File: src/rtl/uart_cmd_responder.sv
// Command endpoint of the UART link: decodes write/read frames into register-file
// strobes and returns read data through the transmitter's parallel handshake.
module uart_cmd_responder #(
    parameter int                    DATA_WIDTH = 8,
    parameter int                    ADDR_WIDTH = 4,
    parameter logic [DATA_WIDTH-1:0] WR_CMD     = 8'hAA,
    parameter logic [DATA_WIDTH-1:0] RD_CMD     = 8'hBB,
    parameter int                    RD_TIMEOUT = 16
) (
    input  logic                  CLK,
    input  logic                  RST,
    input  logic [DATA_WIDTH-1:0] RX_P_DATA,
    input  logic                  RX_D_VLD,
    input  logic                  TX_BUSY,
    output logic [DATA_WIDTH-1:0] TX_P_DATA,
    output logic                  TX_D_VLD,
    output logic [ADDR_WIDTH-1:0] ADDR,
    output logic                  WR_EN,
    output logic [DATA_WIDTH-1:0] WR_DATA,
    output logic                  RD_EN,
    input  logic [DATA_WIDTH-1:0] RD_DATA,
    input  logic                  RD_DATA_VLD,
    output logic                  CMD_ERR
);

    localparam int                CNT_W    = (RD_TIMEOUT > 1) ? $clog2(RD_TIMEOUT) : 1;
    localparam logic [CNT_W-1:0]  CNT_LAST = CNT_W'(RD_TIMEOUT - 1);

    typedef enum logic [2:0] {
        S_IDLE,
        S_WR_ADDR,
        S_WR_DATA,
        S_RD_ADDR,
        S_RD_WAIT,
        S_TX_WAIT
    } state_t;

    state_t                  state, state_nxt;
    logic [CNT_W-1:0]        cnt, cnt_nxt;
    logic [ADDR_WIDTH-1:0]   addr_nxt;
    logic [DATA_WIDTH-1:0]   wr_data_nxt, tx_data_nxt;
    logic                    wr_en_nxt, rd_en_nxt, tx_vld_nxt, err_nxt;

    always_ff @(posedge CLK) begin
        if (RST) begin
            state     <= S_IDLE;
            cnt       <= '0;
            ADDR      <= '0;
            WR_DATA   <= '0;
            TX_P_DATA <= '0;
            WR_EN     <= 1'b0;
            RD_EN     <= 1'b0;
            TX_D_VLD  <= 1'b0;
            CMD_ERR   <= 1'b0;
        end else begin
            state     <= state_nxt;
            cnt       <= cnt_nxt;
            ADDR      <= addr_nxt;
            WR_DATA   <= wr_data_nxt;
            TX_P_DATA <= tx_data_nxt;
            WR_EN     <= wr_en_nxt;
            RD_EN     <= rd_en_nxt;
            TX_D_VLD  <= tx_vld_nxt;
            CMD_ERR   <= err_nxt;
        end
    end

    always_comb begin
        state_nxt   = state;
        cnt_nxt     = cnt;
        addr_nxt    = ADDR;
        wr_data_nxt = WR_DATA;
        tx_data_nxt = TX_P_DATA;
        wr_en_nxt   = 1'b0;
        rd_en_nxt   = 1'b0;
        tx_vld_nxt  = 1'b0;
        err_nxt     = 1'b0;
        case (state)
            S_IDLE: begin
                if (RX_D_VLD) begin
                    if (RX_P_DATA == WR_CMD)      state_nxt = S_WR_ADDR;
                    else if (RX_P_DATA == RD_CMD) state_nxt = S_RD_ADDR;
                    else                          err_nxt   = 1'b1;
                end
            end
            S_WR_ADDR: begin
                if (RX_D_VLD) begin
                    addr_nxt  = RX_P_DATA[ADDR_WIDTH-1:0];
                    state_nxt = S_WR_DATA;
                end
            end
            S_WR_DATA: begin
                if (RX_D_VLD) begin
                    wr_en_nxt   = 1'b1;
                    wr_data_nxt = RX_P_DATA;
                    state_nxt   = S_IDLE;
                end
            end
            S_RD_ADDR: begin
                if (RX_D_VLD) begin
                    addr_nxt  = RX_P_DATA[ADDR_WIDTH-1:0];
                    rd_en_nxt = 1'b1;
                    cnt_nxt   = '0;
                    state_nxt = S_RD_WAIT;
                end
            end
            S_RD_WAIT: begin
                // A byte arriving mid-read is discarded; the read itself carries on.
                err_nxt = RX_D_VLD;
                cnt_nxt = cnt + CNT_W'(1);
                if (RD_DATA_VLD) begin
                    tx_data_nxt = RD_DATA;
                    if (TX_BUSY) begin
                        state_nxt = S_TX_WAIT;
                    end else begin
                        tx_vld_nxt = 1'b1;
                        state_nxt  = S_IDLE;
                    end
                end else if (cnt == CNT_LAST) begin
                    err_nxt   = 1'b1;
                    state_nxt = S_IDLE;
                end
            end
            S_TX_WAIT: begin
                err_nxt = RX_D_VLD;
                if (!TX_BUSY) begin
                    tx_vld_nxt = 1'b1;
                    state_nxt  = S_IDLE;
                end
            end
            default: state_nxt = S_IDLE;
        endcase
    end

endmodule

File: config.mk
export PLATFORM = sky130hd
export DESIGN_NAME = uart_cmd_responder
export DESIGN_NICKNAME = d
export VERILOG_FILES = /design/src/rtl/uart_cmd_responder.sv
export SDC_FILE = /design/constraint.sdc
export NUM_CORES = 1
export LEC_CHECK = 0
export BUFFER_PORTS_ARGS = -buffer_cell sky130_fd_sc_hd__buf_2
export CAP_MARGIN = 20
export CELL_PAD_IN_SITES_DETAIL_PLACEMENT = 1
export CELL_PAD_IN_SITES_GLOBAL_PLACEMENT = 1
export CORE_MARGIN = 1
export CORE_UTILIZATION = 37
export DETAILED_ROUTE_END_ITERATION = 10
export PLACE_DENSITY_LB_ADDON = 0.2
export SLEW_MARGIN = 20
export SYNTH_ARGS = -nofsm -noshare
export SYNTH_HDL_FRONTEND = slang
export SYNTH_SLANG_ARGS = --single-unit
File: constraint.sdc
create_clock -name CLK -period 2.4 [get_ports CLK]
set_input_delay 0.24 -clock CLK [delete_from_list [all_inputs] [get_ports CLK]]
set_output_delay 0.24 -clock CLK [all_outputs]
set_load 0.005 [all_outputs]
==> out/metrics.cfg <==
[drt]
drc_errors=0
wl_mm=3.17
post_drt_wl_per_cell_um=13.2
drt-initial-drc-count=39
dr.pass1.iters=4
via_per_inst=5.07
drtAntennaViolNets=0
vias=1217

[global_route]
track_usage=0.191
grt_max_degree=32
grt_first_pass_wirelength_mm=5.11
grt_pass1_vias=1176
antenna_found_initial=0
grt_overflow=0

[timing]
rsz0062_at_grt=false
tightest_slew_ns=0.581
finalClockSkew_ns=0.00393
max_freq_mhz=542
final.min_clock_period_ns=1.84
setup_violations=0
hold-worst-slack_ns=0.100
hold_viol_final=0
fin_crit_sh=0.768
setup_tns_ns=0
max_slew_margin=0.612
slew_viol_final=0

[clock_tree]
path_clk_slew_ns=0.10
cts_hold_buf=0
cts_tree=yes
post-cts-setup-buffer-count=0
cts_root_buf=clkbuf_4
clk-insertion-delay-late_ns=0.32
cts_buffers=5
htree_num_levels=2
ctsResizeCount=0
cts.sinks=31
ctsLongestPathBuffers=2

[place]
port_buffers=44
gp_congestion=0.724
hpwl_mm=2.39

[synth]
synthTopCellsByArea=dfxtp_1 48%, nand2_1 11%, a21oi_1 8.2%
synth_xor_area_frac=0.00684
synth_cells=152
synth_top_area_frac=0.485
netlist_area_um2=1280
synth_top_family_by_area=simple AND/OR/NAND/NOR gates
yosysTopAreaCell=dfxtp_1
synth.avg_cell_area_um2=8.42
synth_compound_area_frac=0.144
syn_nets=174
synthArstFlopShare=0
synth_mux_area_frac=0.0313
synth_fa_ha_area_frac=0.00978
synth_ff_type=dfxtp_1
ys_ff_latch=31
ys_types=32
yosysSeqAreaShare=0.485
synth_edf_count=0
synth-simple-area-share=0.283
yosys_warnings=0

[layout]
insertedDiodeCount=0
num-nets-final=217
synthToLayoutAreaGrowth_pct=22.1
mostFrequentLayoutCells=44 x buf_2, 36 x nand2_1, 31 x dfxtp_1
utilization=0.492
drive_above_1_share=0.281
final_common_cell=buf_2
fillers=418

[floorplan]
die_w_um=60.8
core_um2=3180
rows=20
dieHeight_um=60.8
die-area_um2=3700
start_util=0.403
pin_count=45

[min_path]
hold_path.class=in2reg
hold_start=TX_BUSY
hold_path_depth=2
hold_end=TX_D_VLD$_SDFF_PP0_

[setup_path]
slowest_stage=nor3b_1
worst-r2r-setup-slack_ns=0.56
start_kind=register
path_delay_family=compound AO/OA/AOI/OAI gates
reg2reg_depth=4
critPathBufInv=0
reg2reg_to=state[1]$_SDFFE_PP0P_
critical-path-max-stage-delay_ns=0.54
crit_type=reg2reg
worst_ep_arrival_time_ns=2.04
cp.required_ns=2.60
worstReg2RegStart=state[2]$_SDFFE_PP0P_
path_max_fanout=11
worst_setup_path_end_kind=register
crit_chain=nor3b_1 -> a311o_1 -> o21bai_1 -> o21ai_0

[pwr]
cellPowerDensity_nw_per_um2=546
leakagePower_nw=0.706
peakVddDrop_mv=0.425

[run]
maxCapViolations=0

[run_status]
run_status=finished clean

==> through the flow <==
step	instance area, um^2	power [mW]	worst slack (ns)	instances
after floorplan	1280	0.551	0.940	152
after global placement	1510	0.577	0.821	232
after detailed placement	1510	0.578	0.584	232
after CTS	1560	0.870	0.557	240
after global routing	1560	0.902	0.460	240
final	1560	0.853	0.556	240
==> report_power, final <==
part / internal (mW) / total (mW) / switching, mW
sequential: 0.516 / 0.518 / 0.00171
clock: 0.109 / 0.287 / 0.178
combinational: 0.0212 / 0.0483 / 0.0272
==> worst reg2reg max path, delay by kind of cell, from the launching register on <==
kind / cells / cell delay [ns]
AOI/OAI and AO/OA: 3 / 0.67
DFF: 1 / 0.50
and+or+nand+nor: 1 / 0.54
==> worst max path at each step <==
stage | start | end | slack [ns] | cells past startpoint
after global placement | state[2]$_SDFFE_PP0P_ | state[1]$_SDFFE_PP0P_ | 0.82 | 4
final | state[2]$_SDFFE_PP0P_ | state[1]$_SDFFE_PP0P_ | 0.56 | 4
after detailed placement | state[2]$_SDFFE_PP0P_ | state[1]$_SDFFE_PP0P_ | 0.58 | 4
after floorplan | cnt[0]$_SDFFE_PP0P_ | state[0]$_SDFFE_PP0P_ | 0.94 | 5
after CTS | state[2]$_SDFFE_PP0P_ | state[1]$_SDFFE_PP0P_ | 0.56 | 4
after global routing | state[2]$_SDFFE_PP0P_ | state[1]$_SDFFE_PP0P_ | 0.46 | 4
==> routing by layer <==
metal  global-route usage  wire length [um]  vias up
met4               0.0812                57        0
met2                0.305              1550       28
met1                0.237              1400      578
met3               0.0618               158        6
li1                     -                 -      605
met5                    0                 0        -
==> area by class of cell <==
class / count / area, um^2 / area share
Clock buffer: 5 / 37.5 / 0.0240
Clock inverter: 3 / 15.0 / 0.00961
Inverter: 2 / 7.51 / 0.00480
Multi-Input combinational cell: 111 / 607 / 0.388
Sequential cell: 31 / 621 / 0.397
Tap cell: 44 / 55.1 / 0.0352
Timing Repair Buffer: 44 / 220 / 0.141
==> cells by family (layout without fill, tap and decap cells) <==
family          Yosys count  in the layout
compound gates           31             31
xor+xnor                  1              1
fa+ha+maj                 1              1
buf+inv                  10             54
flops                    31             31
mux                       4              4
simple gates             74             74
==> flip-flops by register name, indices dropped and copies added, names as in the netlist <==
register   flops
WR_DATA        8
cnt            4
CMD_ERR        1
TX_D_VLD       1
RD_EN          1
ADDR           4
WR_EN          1
TX_P_DATA      8
state          3
==> synthesized netlist by cell type (2+ instances only) <==
cell type / count
a21oi_1: 21
and2_1: 2
buf_4: 2
clkbuf_1: 5
dfxtp_1: 31
inv_1: 2
mux2i_1: 4
nand2_1: 36
nand3_1: 3
nand3b_1: 4
nand4b_1: 2
nor2_1: 13
nor3_1: 3
o21ai_0: 4
or3_1: 3
Note: power is estimated with default switching activity, not from simulation.
